$ cat config.mk
export PLATFORM = sky130hd
export DESIGN_NAME = pc_sequencer
export DESIGN_NICKNAME = d
export VERILOG_FILES = /design/src/rtl/pc_sequencer_pkg.sv /design/src/rtl/pc_next_calc.sv /design/src/rtl/pc_sequencer.sv
export SDC_FILE = /design/constraint.sdc
export NUM_CORES = 1
export LEC_CHECK = 0
export ABC_CLOCK_PERIOD_IN_PS = 4200
export BUFFER_PORTS_ARGS = -buffer_cell sky130_fd_sc_hd__buf_2
export CAP_MARGIN = 20
export CORE_MARGIN = 5
export CORE_UTILIZATION = 44
export CTS_CLUSTER_SIZE = 28
export DETAILED_ROUTE_END_ITERATION = 10
export GPL_TIMING_DRIVEN = 0
export PLACE_DENSITY = 0.71
export SLEW_MARGIN = 20
export SYNTH_ARGS = -nofsm -noshare
export SYNTH_HDL_FRONTEND = slang
export SYNTH_SLANG_ARGS = --single-unit
$ cat constraint.sdc
create_clock -name clk -period 4.2 [get_ports clk]
set_input_delay 0.84 -clock clk [delete_from_list [all_inputs] [get_ports clk]]
set_output_delay 0.84 -clock clk [all_outputs]
set_load 0.02 [all_outputs]
$ cat src/rtl/pc_sequencer_pkg.sv
// pc_sequencer_pkg -- shared definitions for the program-counter sequencer.
//   INSTR_W     : instruction word width (16)
//   FKEQ..HALT  : opcode constants (instr[15:12])
//   state_t     : sequencer state encoding
//   is_fork()   : true for the conditional-branch (fork) opcodes
package pc_sequencer_pkg;

  localparam int unsigned INSTR_W = 16;

  localparam logic [3:0] FKEQ = 4'b0000;
  localparam logic [3:0] FKNE = 4'b0001;
  localparam logic [3:0] FKLT = 4'b0010;
  localparam logic [3:0] FKLE = 4'b0011;
  localparam logic [3:0] FKGT = 4'b1000;
  localparam logic [3:0] FKGE = 4'b1001;
  localparam logic [3:0] JUMP = 4'b1010;
  localparam logic [3:0] HALT = 4'b1110;

  typedef enum logic [1:0] {
    ST_IDLE,
    ST_FETCH,
    ST_ISSUE,
    ST_HALT
  } state_t;

  function automatic logic is_fork(input logic [3:0] op);
    case (op)
      FKEQ, FKNE, FKLT, FKLE, FKGT, FKGE: is_fork = 1'b1;
      default:                            is_fork = 1'b0;
    endcase
  endfunction

endpackage

$ cat src/rtl/pc_next_calc.sv
// pc_next_calc -- combinational next-PC selection.
//   pc         : current program counter (N bits)
//   instr      : instruction being accepted (16 bits)
//   fork_taken : fork condition result for this instruction
//   pc_next    : next program counter (N bits, modulo 2^N)
// JUMP loads the low address field; fork opcodes add a sign-extended
// 6-bit offset to PC+1 when taken; everything else advances by one.
module pc_next_calc
  import pc_sequencer_pkg::*;
#(
  parameter int unsigned N = 10
) (
  input  logic [N-1:0]       pc,
  input  logic [INSTR_W-1:0] instr,
  input  logic               fork_taken,
  output logic [N-1:0]       pc_next
);

  logic [3:0]   op;
  logic [N-1:0] pc_inc;
  logic [N-1:0] fork_off;
  logic [N-1:0] jump_tgt;

  assign op       = instr[INSTR_W-1 -: 4];
  assign pc_inc   = pc + N'(1);
  // Sign-extend the 6-bit offset to N bits; the add then wraps mod 2^N.
  assign fork_off = N'(signed'(instr[5:0]));
  // Address field below the opcode; truncated (or zero-extended) to N.
  assign jump_tgt = N'(instr[INSTR_W-5:0]);

  always_comb begin
    pc_next = pc_inc;
    if (op == JUMP) begin
      pc_next = jump_tgt;
    end else if (is_fork(op) && fork_taken) begin
      pc_next = pc_inc + fork_off;
    end
  end

endmodule

$ cat src/rtl/pc_sequencer.sv
// pc_sequencer -- fetch/issue program sequencer with fork/jump/halt.
//   clk         : system clock (rising edge)
//   rst         : asynchronous active-low reset
//   start       : one-cycle pulse, begins fetching at PC 0 from IDLE
//   step        : single-step pulse (only with PC_SEQUENCER_STEP_MODE_EN)
//   pm_addr     : program memory address (= PC)
//   pm_data     : instruction word from program memory
//   instr       : registered instruction to datapath
//   instr_valid : instr valid, held until dp_ready
//   dp_ready    : datapath accept
//   fork_taken  : fork condition, sampled in the acceptance cycle
//   halted      : HALT executed; left only by reset
// Optional build macro: PC_SEQUENCER_STEP_MODE_EN.
module pc_sequencer
  import pc_sequencer_pkg::*;
#(
  parameter int unsigned N = 10
) (
  input  logic               clk,
  input  logic               rst,
  input  logic               start,
`ifdef PC_SEQUENCER_STEP_MODE_EN
  input  logic               step,
`endif
  output logic [N-1:0]       pm_addr,
  input  logic [INSTR_W-1:0] pm_data,
  output logic [INSTR_W-1:0] instr,
  output logic               instr_valid,
  input  logic               dp_ready,
  input  logic               fork_taken,
  output logic               halted
);

  state_t       state, state_nxt;
  logic [N-1:0] pc;
  logic [N-1:0] pc_next;
  logic         accept;

  assign accept = (state == ST_ISSUE) && dp_ready;

  pc_next_calc #(.N(N)) u_next (
    .pc         (pc),
    .instr      (instr),
    .fork_taken (fork_taken),
    .pc_next    (pc_next)
  );

`ifdef PC_SEQUENCER_STEP_MODE_EN
  // Step mode parks in IDLE with step_wait set after start or after an
  // acceptance; the next step pulse launches exactly one FETCH.
  logic step_wait, step_wait_nxt;

  always_comb begin
    state_nxt     = state;
    step_wait_nxt = step_wait;
    case (state)
      ST_IDLE: begin
        if (step_wait && step) begin
          state_nxt     = ST_FETCH;
          step_wait_nxt = 1'b0;
        end else if (start) begin
          step_wait_nxt = 1'b1;
        end
      end
      ST_FETCH: state_nxt = (pm_data[INSTR_W-1 -: 4] == HALT) ? ST_HALT : ST_ISSUE;
      ST_ISSUE: begin
        if (dp_ready) begin
          state_nxt     = ST_IDLE;
          step_wait_nxt = 1'b1;
        end
      end
      ST_HALT:  state_nxt = ST_HALT;
      default:  state_nxt = ST_IDLE;
    endcase
  end

  always_ff @(posedge clk or negedge rst) begin
    if (!rst) begin
      step_wait <= 1'b0;
    end else begin
      step_wait <= step_wait_nxt;
    end
  end
`else
  always_comb begin
    state_nxt = state;
    case (state)
      ST_IDLE:  if (start) state_nxt = ST_FETCH;
      ST_FETCH: state_nxt = (pm_data[INSTR_W-1 -: 4] == HALT) ? ST_HALT : ST_ISSUE;
      ST_ISSUE: if (dp_ready) state_nxt = ST_FETCH;
      ST_HALT:  state_nxt = ST_HALT;
      default:  state_nxt = ST_IDLE;
    endcase
  end
`endif

  always_ff @(posedge clk or negedge rst) begin
    if (!rst) begin
      state <= ST_IDLE;
      pc    <= '0;
      instr <= '0;
    end else begin
      state <= state_nxt;
      if (state == ST_FETCH) begin
        instr <= pm_data;
      end
      if (accept) begin
        pc <= pc_next;
      end
    end
  end

  assign pm_addr     = pc;
  assign instr_valid = (state == ST_ISSUE);
  assign halted      = (state == ST_HALT);

endmodule

Word level (Yosys, flattened, before mapping)
Cells that the tools add are included.

Word-level logic and storage cells: 31. Bits of input ports: 21. Register bits after elaboration: 28. Output and inout bits: 28.

Muxes and demuxes: 8. Equal/unequal tests: 12. Reduce and logical (&&, ||, !) cells: 6. Add/sub/neg operators: 2.

Operators with widths (number): $mux W10 (2); $eq A4 B4 Y1 const B (4); $add A10 B1 Y10 const B (1); $add A10 B10 Y10 (1); $eq A4 B2 Y1 const B (2); $pmux W2 S4 (1); $reduce_or A6 Y1 (1); $eq A2 B2 Y1 const B (2); $eq A4 B1 Y1 const B (1); $logic_not A4 Y1 (1); $mux W2 (2); $mux W1 (3); $eq A2 B1 Y1 const B (1); $logic_and A1 B1 Y1 (2); $logic_not A2 Y1 (1); $ne A2 B1 Y1 const B (1); $ne A2 B2 Y1 const B (1); $reduce_and A2 Y1 (1).

Logic depth before layout (Yosys ltp)
Gate-level depths: netlist (run 1).

Word-level depth: 7. Gate-level depth with buffers: 11. Gate-level depth less buffers: 11.

By module
From an unflattened synthesis (run 1), not the netlist that was laid out.

Cells, all modules: 168. Area total of the unflattened synthesis: 1849.3 sq um.

Modules (own cells, without submodules): pc_sequencer (area an instance 1134.8 sq um, cells each 66, sequential area each 700.7 sq um, times used 1); pc_next_calc (area an instance 714.4 sq um, cells each 102, sequential area each 0.0 sq um, times used 1).

Worst setup path after synthesis (run 1)
OpenSTA, ideal clock, no wires.

Path type: register to register. Start: register pc[2], in the netlist pm_addr[2]. End: register pc[9], in the netlist pm_addr[9]. Period minus slack after synthesis: 2.397 ns. Path buffers: 0. Slack: 1.803 ns. Setup time: 0.120 ns. Data arrival time: 2.276 ns. Stages on the path, launching flop included: 12. Required time: 4.080 ns. Cell sequence: dfrtp_1 and3_4 and4_1 nand2_1 xnor2_1 ha_1 a21oi_1 o21ai_0 a211oi_1 xnor2_1 nand3_1 o211a_1.

Longest elaborated chain between the ends: 4.

RTL lines: from (decl) (line pc_sequencer.sv:35) `logic [N-1:0] pc;`; from (signal assigned) (line pc_sequencer.sv:108) `pc <= pc_next;`; $add A10 B1 Y10 (*) (line pc_next_calc.sv:25) `assign pc_inc = pc + N'(1);`; $add A10 B10 Y10 (line pc_next_calc.sv:36) `pc_next = pc_inc + fork_off;`; $mux W10 (*) (line pc_next_calc.sv:35) `end else if (is_fork(op) && fork_taken) begin`; $mux W10 (*) (line pc_next_calc.sv:33) `if (op == JUMP) begin`.

Every way passes the cells marked *; elsewhere a longest branch is shown, timed or not. A chain may end at the register's enable or synchronous reset.

Worst setup path after layout (run 1)
Ends and elaborated chain as after synthesis.

==> flow_summary.toml, run 1 <==
[route]
wl_per_cell_um = 14.5
dr.first_iter.drc_count = 75
drtAntennaViolNets = 0
vias = 1571
first_pass_iters = 4
routed_wl_um = 4170
vias_per_cell = 5.45
drc = 0

[clock_tree]
cts_buffers = 3
cts_setup_buffers = 0
numClockSinks = 28
cts_tree = "done"
cts_root_buf = "clkbuf_8"
cts_resized = 0
cts_max_path_buffers = 2
clk_pin_slew_ns = 0.10
clk_latency_ns = 0.27
htree_levels = 1
cts_hold_buf = 0

[worst_hold_path]
worstHoldPathCells = 1
min_path_type = "reg2reg"
min-delay-start = "instr[10]$_DFFE_PN0P_"
min_to = "instr[10]$_DFFE_PN0P_"

[final_layout]
drive_gt1_frac = 0.315
n_antenna_cell = 0
multi_input_area_um2 = 1080
areaGrowthSynthToFinish_pct = 19.7
seq_area_um2 = 701
n_fill_cell = 386
final_area_um2 = 2170
nNetsFinal = 271

[synth]
async_flop_share = 1.00
synth_top_area_share = 0.386
synth_nets = 218
ys.flop_type = "dfrtp_1"
synth_edf_count = 0
synth_cells = 186
ys_top_cells_by_count = "dfrtp_1, nand2_1, mux2_2, o21ai_0, xnor2_1"
synth_seq_cells = 28
synth.distinct_cells = 41
seq_area_frac_synth = 0.386
yosysWarnings = 0
yosysMostFrequentCell = "dfrtp_1"
yosys.area.top_type = "dfrtp_1"
synthTopCellsByArea = "dfrtp_1, mux2_2, ha_1, xnor2_1, nand2_1"
netlist_area_um2 = 1820
syn_area_per_cell_um2 = 9.77

[power]
irDropWorstVdd_mv = 0.475
cellPowerDensity_nw_per_um2 = 941
power_leakage_nw = 1.00
finalPower_mw = 2.05

[critical_path]
r2r-end = "pm_addr[9]$_DFFE_PN0P_"
cpMaxStageDelayCell = "dfrtp_1"
crit_top_cell = "xnor2_1"
path_class = "reg2reg"
start_kind = "register"
r2r-start = "pm_addr[2]$_DFFE_PN0P_"
required_ns = 4.37
reg2reg_depth = 11
crit_path_max_fanout = 6
end_kind = "register"
crit_chain = "and3_4, and4_1, nand2_1, xnor2_1, ha_1, a21oi_1, o21ai_0, a211oi_1, xnor2_1, nand3_1, o211a_1"
critical_path_arrival_ns = 2.79
r2r_slack_ns = 1.57
critPathMaxStageDelay_ns = 0.46

[global_route]
antenna_found_initial = 0
grt_pass1_vias = 1591
track_usage = 0.163
overflow = 0
grt_pass1_wl_um = 7150
grt_start_max_net_pins = 29

[timing]
setup_viol = 0
skew_ns = 0.00550
min_period_ns = 2.63
worstMarginPinSlew_ns = 0.877
hold_violations = 0
fmaxAchievable_mhz = 381
rsz0062_at_grt = "false"
tns_ns = 0
drv_slew = 0
finalCritPeriodShare = 0.625
relSlewSlack = 0.411

[place]
dp_hpwl_um = 3340
numPortBuffers = 48
globalplace.congestion = 0.792
postPlaceCellArea_um2 = 2120

[floorplan]
num_rows = 23
ioPinCount = 49
initial_core_util = 0.454
die_w_um = 74.3
die_height_um = 74.3
fp.coreArea_um2 = 4000
die-area_um2 = 5510

[job]
cap_violations = 0

[status]
status = "finished clean"
[worst max path at each step]
stage / startpoint / cells past startpoint / end
2_1_floorplan: pm_addr[2]$_DFFE_PN0P_ / 11 / pm_addr[9]$_DFFE_PN0P_
3_3_place_gp: pm_addr[2]$_DFFE_PN0P_ / 11 / pm_addr[9]$_DFFE_PN0P_
3_5_place_dp: pm_addr[2]$_DFFE_PN0P_ / 11 / pm_addr[9]$_DFFE_PN0P_
4_1_cts: pm_addr[2]$_DFFE_PN0P_ / 11 / pm_addr[9]$_DFFE_PN0P_
5_1_grt: pm_addr[2]$_DFFE_PN0P_ / 11 / pm_addr[9]$_DFFE_PN0P_
6_report: pm_addr[2]$_DFFE_PN0P_ / 11 / pm_addr[9]$_DFFE_PN0P_
[registers in the layout, indices dropped and copies added (netlist names)]
signal	count
instr	16
pm_addr	10
state	2
[metrics by stage]
| step | utilization | cells | worst slack (ns) | hold slack (ns) |
|---|---|---|---|---|
| floorplan | - | 186 | 1.80 | 0.456 |
| global placement | 0.530 | 284 | 1.59 | 0.483 |
| detailed placement | 0.530 | 284 | 1.57 | 0.489 |
| CTS | 0.544 | 288 | 1.54 | 0.511 |
| global route | 0.544 | 288 | 1.28 | 0.523 |
| finish | 0.544 | 288 | 1.57 | 0.510 |
[report_power, final]
group	internal [mW]	leakage (nW)	switching, mW	total, mW
combinational	0.580	0.641	0.757	1.34
clock	0.0839	0.0288	0.0839	0.168
sequential	0.395	0.331	0.146	0.541
total	1.06	1.00	0.987	2.05
[final cells by class]
class | instances | share of cell area
multi-input combinational | 148 | 0.495
inverter | 5 | 0.00863
tap | 50 | 0.0288
timing repair buffer | 48 | 0.110
sequential | 28 | 0.322
clock buffer | 4 | 0.0253
buffer | 5 | 0.00978
[per-layer routing]
layer / GRT usage / up-vias / part of all wire
li1: - / 787 / -
met4: 0.0375 / 0 / 0.0026
met3: 0.0243 / 2 / 0.043
met1: 0.218 / 747 / 0.46
met2: 0.279 / 35 / 0.50
met5: 0 / - / 0
[placed cells by master, fill, tap and decap left out, types with 2 or more instances in the layout]
| master | n |
|---|---|
| and2_1 | 3 |
| clkbuf_8 | 4 |
| buf_2 | 50 |
| a211oi_1 | 4 |
| inv_1 | 5 |
| mux2_2 | 16 |
| nor2_1 | 8 |
| clkbuf_1 | 3 |
| or3_1 | 2 |
| o31ai_1 | 2 |
| o21ai_1 | 2 |
| nand2_1 | 22 |
| mux2i_1 | 3 |
| nand3_1 | 6 |
| nand2b_1 | 2 |
| a21o_1 | 2 |
| dfrtp_1 | 28 |
| ha_1 | 10 |
| a21oi_1 | 11 |
| and3_4 | 2 |
| o21ai_0 | 14 |
| o22ai_1 | 4 |
| a31oi_1 | 2 |
| nor3_1 | 4 |
| xnor2_1 | 12 |
[critical path, delay by kind of cell (launching register included)]
family,cells,cell delay [ns]
xor+xnor,2,0.42
simple gates,4,0.62
flops,1,0.46
compound gates,4,0.69
fa+ha+maj,1,0.33
[cell families after synthesis]
logic type / after synthesis / synth area share
buf+inv: 10 / 0.0220
xor+xnor: 13 / 0.0627
fa+ha+maj: 11 / 0.0799
mux: 19 / 0.116
flops: 28 / 0.386
compound gates: 49 / 0.178
simple gates: 56 / 0.156
(Power assumes the default switching activity.)
==> run 2, diff against run 1 <==
Settings changed: ABC_CLOCK_PERIOD_IN_PS 4200 to 2300, PLACE_DENSITY 0.71 to 0.73.
Clock period 4.2 ns to 2.3 ns, I/O delays scaled along.
==> run 2 against run 1 <==
Effect of this change: clock power increased by 83%; hold slack got worse by 0.32 ns; fmax increased by 15%; largest cell class unchanged; clock skew about the same; critical endpoint unchanged; die area unchanged; global-route usage increased by 1.0 points; first-iteration DRC count decreased by 8.0%; via count increased by 5.5%; clock-buffer cell count unchanged.
==> flow_summary.toml, run 2 (synthesis results as in run 1) <==
[critical_path]
end_kind = "register"
required_ns = 2.47
start_kind = "register"
critical_path_arrival_ns = 2.44
path_class = "reg2reg"
crit_path_max_fanout = 5

[global_route]
grt_pass1_vias = 1652
overflow = 0
track_usage = 0.173
antenna_found_initial = 0
grt_start_max_net_pins = 29
grt_pass1_wl_um = 7560

[final_layout]
top_register = "instr"
final_common_cell = "buf_2"
areaGrowthSynthToFinish_pct = 40.2
multi_input_area_um2 = 1340
largest_reg_flops = 16
drive_gt1_frac = 0.496
most-common-layout-cells = "buf_2, dfrtp_1, nand2_1"
final_cells = 302
nNetsFinal = 285
seq_area_um2 = 707
n_fill_cell = 320
n_antenna_cell = 0

[route]
vias_per_cell = 5.49
drtAntennaViolNets = 0
routed_wl_um = 4820
wl_per_cell_um = 16.0
first_pass_iters = 4
vias = 1658
dr.first_iter.drc_count = 69
drc = 0

[place]
dp_hpwl_um = 3360
numPortBuffers = 48
globalplace.congestion = 0.774
placed_cells = 284

[floorplan]
fp.coreArea_um2 = 4000
num_rows = 23
die-area_um2 = 5510
die_height_um = 74.3
initial_core_util = 0.454
die_w_um = 74.3
ioPinCount = 49

[worst_hold_path]
min_path_type = "in2async"

[clock_tree]
clk_latency_ns = 0.28
cts_buffers = 3
clk_pin_slew_ns = 0.10
cts_tree = "done"
cts_hold_buf = 0
cts_root_buf = "clkbuf_8"
cts_max_path_buffers = 2
htree_levels = 1
numClockSinks = 28

[timing]
min_period_ns = 2.28
finalCritPeriodShare = 0.990
skew_ns = 0.00563
relSlewSlack = 0.413
worstMarginPinSlew_ns = 0.874
tns_ns = 0
fmaxAchievable_mhz = 439
rsz0062_at_grt = "true"
setup_viol = 0
drv_slew = 0
hold_violations = 0

[job]
cap_violations = 0

[power]
finalPower_mw = 4.74
power_leakage_nw = 1.13
cellPowerDensity_nw_per_um2 = 1860
irDropWorstVdd_mv = 0.944

[status]
status = "finished clean"
run 2: cell count changes in the layout (fill, tap and decap cells not counted), sizes merged:
| cell | delta |
|---|---|
| buf | +14 |
run 2: what timing repair did:
| action | 4_1_cts | 5_1_grt |
|---|---|---|
| pin swaps | 17 | 14 |
| resized for setup | 8 | 33 |
| endpoints found under the setup margin | 3 | 5 |
| setup buffers | 12 | 2 |
run 2: power breakdown:
group	internal, mW	switching, mW	total [mW]
clock	0.153	0.154	0.307
sequential	0.727	0.305	1.03
combinational	1.63	1.77	3.40
total	2.51	2.23	4.74
run 2: area by class of cell:
type,instances,area share
inverters,5,0.00737
plain buffers,5,0.00835
multi-input cells,148,0.525
well taps,50,0.0246
clock buffers,4,0.0216
flip-flops and latches,28,0.278
repair buffers,62,0.136
run 2: final timing paths:
check	startpoint	end	slack, ns	cells past startpoint
worst max-delay path	pm_addr[0]$_DFFE_PN0P_	pm_addr[9]$_DFFE_PN0P_	0.02	10
worst min-delay path	rst	pm_addr[0]$_DFFE_PN0P_	0.19	1
worst max register to register	pm_addr[0]$_DFFE_PN0P_	pm_addr[9]$_DFFE_PN0P_	0.02	10
worst min register to register	instr[10]$_DFFE_PN0P_	instr[10]$_DFFE_PN0P_	0.51	1
max in group asynchronous	rst	pm_addr[3]$_DFFE_PN0P_	1.68	1
min in group clk	pm_data[0]	instr[0]$_DFFE_PN0P_	0.41	2
run 2: routing by layer:
layer / up-vias / wire length [µm] / track usage / part of all wire
met5: - / 0 / 0 / 0
met1: 802 / 2130 / 0.232 / 0.44
met3: 6 / 173 / 0.0203 / 0.036
met4: 0 / 48 / 0.0415 / 0.010
li1: 814 / - / - / -
met2: 36 / 2470 / 0.299 / 0.51
run 2: worst max-delay path: stages, from the launching register on:
cell,delay [ns]
dfrtp_2,0.44
ha_4,0.20
nand3_1,0.13
xnor2_2,0.27
ha_4,0.26
a21oi_1,0.18
o21ai_2,0.09
a211oi_4,0.20
xnor2_2,0.15
nand3_1,0.09
o211a_1,0.16
run 2: through the flow:
| stage | area [µm²] | hold slack (ns) | utilization | setup WS [ns] |
|---|---|---|---|---|
| after global routing | 2550 | 0.230 | 0.637 | -0.159 |
| after detailed placement | 2130 | 0.489 | 0.533 | -0.253 |
| final | 2550 | 0.189 | 0.637 | 0.0221 |
| after floorplan | 1830 | 0.164 | - | -0.00740 |
| after CTS | 2330 | 0.207 | 0.581 | -0.0521 |
| after global placement | 2130 | 0.481 | 0.533 | -0.271 |
==> run 3, diff against run 2 <==
--- a/config.mk
+++ b/config.mk
@@ -15,3 +15,5 @@
 export GPL_TIMING_DRIVEN = 0
+export HOLD_SLACK_MARGIN = 0.02
 export PLACE_DENSITY = 0.73
+export SETUP_SLACK_MARGIN = 0.15
 export SLEW_MARGIN = 20
--- a/constraint.sdc
+++ b/constraint.sdc
@@ -3,2 +3,2 @@
 set_output_delay 0.46 -clock clk [all_outputs]
-set_load 0.02 [all_outputs]
+set_load 0.01 [all_outputs]
==> run 3 against run 2 <==
Effect of this change: the flow now finishes with violations (setup timing); core utilization up 0.25 points; first-iteration DRC count rose by 1.4%; clock skew is 0.0017 ns lower; register-to-register slack worse by 0.14 ns; total power shrank 0.71%; non-clock buffer count is 7 higher; sequential share of layout area down 0.21 points; combinational power fell by 3%; clock power increased by 29%; sequential cell count unchanged; global-route usage grew 0.73 points.
==> flow_summary.toml, run 3 (synthesis results as in run 1) <==
[status]
status = "complete, but fails checks"
violations = "setup timing"

[timing]
finalCritPeriodShare = 1.05
holdWs_ns = 0.190
skew_ns = 0.00389
min_period_ns = 2.42
setup_slack_ns = -0.117
fmaxAchievable_mhz = 414
worstMarginPinSlew_ns = 0.878
rsz0062_at_grt = "true"
hold_violations = 0
drv_slew = 0
relSlewSlack = 0.410
setup_viol = 3

[place]
place_ws_ns = -0.259
dp_hpwl_um = 3330
postPlaceCellArea_um2 = 2130
numPortBuffers = 48
globalplace.congestion = 0.797

[route]
vias_per_cell = 5.58
first_pass_iters = 4
routed_wl_um = 5090
wl_per_cell_um = 16.5
vias = 1725
drc = 0
dr.first_iter.drc_count = 70
drtAntennaViolNets = 0

[clock_tree]
cts_root_buf = "clkbuf_8"
cts_tree = "done"
cts_buffers = 3
numClockSinks = 28
clk_pin_slew_ns = 0.10
clk_latency_ns = 0.28
htree_levels = 1
cts_max_path_buffers = 2

[final_layout]
most-common-layout-cells = "buf_2, dfrtp_1, nand2_1, buf_4, mux2_2"
final_common_cell = "buf_2"
nNetsFinal = 292
drive_gt1_frac = 0.483
areaGrowthSynthToFinish_pct = 40.8
n_antenna_cell = 0
largest_reg_flops = 16
top_register = "instr"
final_area_um2 = 2560

[power]
finalPower_mw = 4.70
irDropWorstVdd_mv = 1.08
power_leakage_nw = 1.17
cellPowerDensity_nw_per_um2 = 1840

[floorplan]
die_height_um = 74.3
ioPinCount = 49
die-area_um2 = 5510
num_rows = 23
initial_core_util = 0.454
die_w_um = 74.3
fp.coreArea_um2 = 4000

[critical_path]
crit_chain = "ha_4, nand3_1, xnor2_1, ha_1, a21oi_1, o21ai_2, a211oi_2, xnor2_1, nand3_1, o211a_1"
required_ns = 2.48
crit_path_max_fanout = 5
end_kind = "register"
path_class = "reg2reg"
start_kind = "register"
critical_path_arrival_ns = 2.60
critPathMaxStageDelay_ns = 0.44
cpMaxStageDelayCell = "dfrtp_1"

[global_route]
grt_pass1_vias = 1735
track_usage = 0.180
antenna_found_initial = 0
overflow = 0
busiest_layer = "met2"
grtUsageMet2 = 0.313
grt_pass1_wl_um = 7840
met1_usage = 0.235
use_met3 = 0.0257
grt_start_max_net_pins = 29

[worst_hold_path]
min_path_type = "in2async"

[job]
cap_violations = 0
-- run 3: worst max-delay path: cells and delay by family (launching register included) --
family                   cells  cell delay (ns)
adder cells (fa/ha/maj)      2             0.54
AND/OR/NAND/NOR              2             0.21
AO/OA/AOI/OAI                4             0.70
flip-flops                   1             0.44
XOR/XNOR                     2             0.42
-- run 3: layout make-up --
cell class                 instances  area [µm²]
clock inverter                     1        30.0
multi-input combinational        148        1280
buffer                             5        21.3
clock buffer                       3        41.3
tap                               50        62.6
timing repair buffer              69         402
inverter                           5        18.8
fill                             313        1440
sequential                        28         704
-- run 3: metrics by stage --
step,TNS [ns],instances,utilization
floorplan,0,186,-
finish,-0.183,309,0.639
CTS,-0.100,301,0.595
global route,-0.523,309,0.639
detailed placement,-0.520,284,0.533
global placement,-0.466,284,0.533
-- run 3: power breakdown --
group | total [mW] | internal, mW | switching [mW] | leakage, nW
clock | 0.397 | 0.233 | 0.164 | 0.0357
combinational | 3.29 | 1.68 | 1.61 | 0.802
sequential | 1.02 | 0.724 | 0.296 | 0.327
-- run 3: repair_timing --
action | CTS | global route
endpoints found under the setup margin | 6 | 6
hold buffers | 0 | 0
pin swaps | 20 | 19
gates resized for setup | 16 | 19
setup buffers | 13 | 8
-- run 3: final timing paths --
kind / start / to / slack [ns] / cells after the start
max reg2reg: pm_addr[1]$_DFFE_PN0P_ / pm_addr[9]$_DFFE_PN0P_ / -0.12 / 10
max: pm_addr[1]$_DFFE_PN0P_ / pm_addr[9]$_DFFE_PN0P_ / -0.12 / 10
max in group asynchronous: rst / pm_addr[2]$_DFFE_PN0P_ / 1.66 / 1
min in group clk: pm_data[3] / instr[3]$_DFFE_PN0P_ / 0.40 / 2
min reg2reg: instr[11]$_DFFE_PN0P_ / instr[11]$_DFFE_PN0P_ / 0.52 / 1
min: rst / pm_addr[0]$_DFFE_PN0P_ / 0.19 / 1
-- run 3: routing by layer --
layer  vias to the layer above  wire (µm)
met5                         -          0
met4                         0        106
met3                        10        276
met2                        55       2630
met1                       831       2070
li1                        829          -
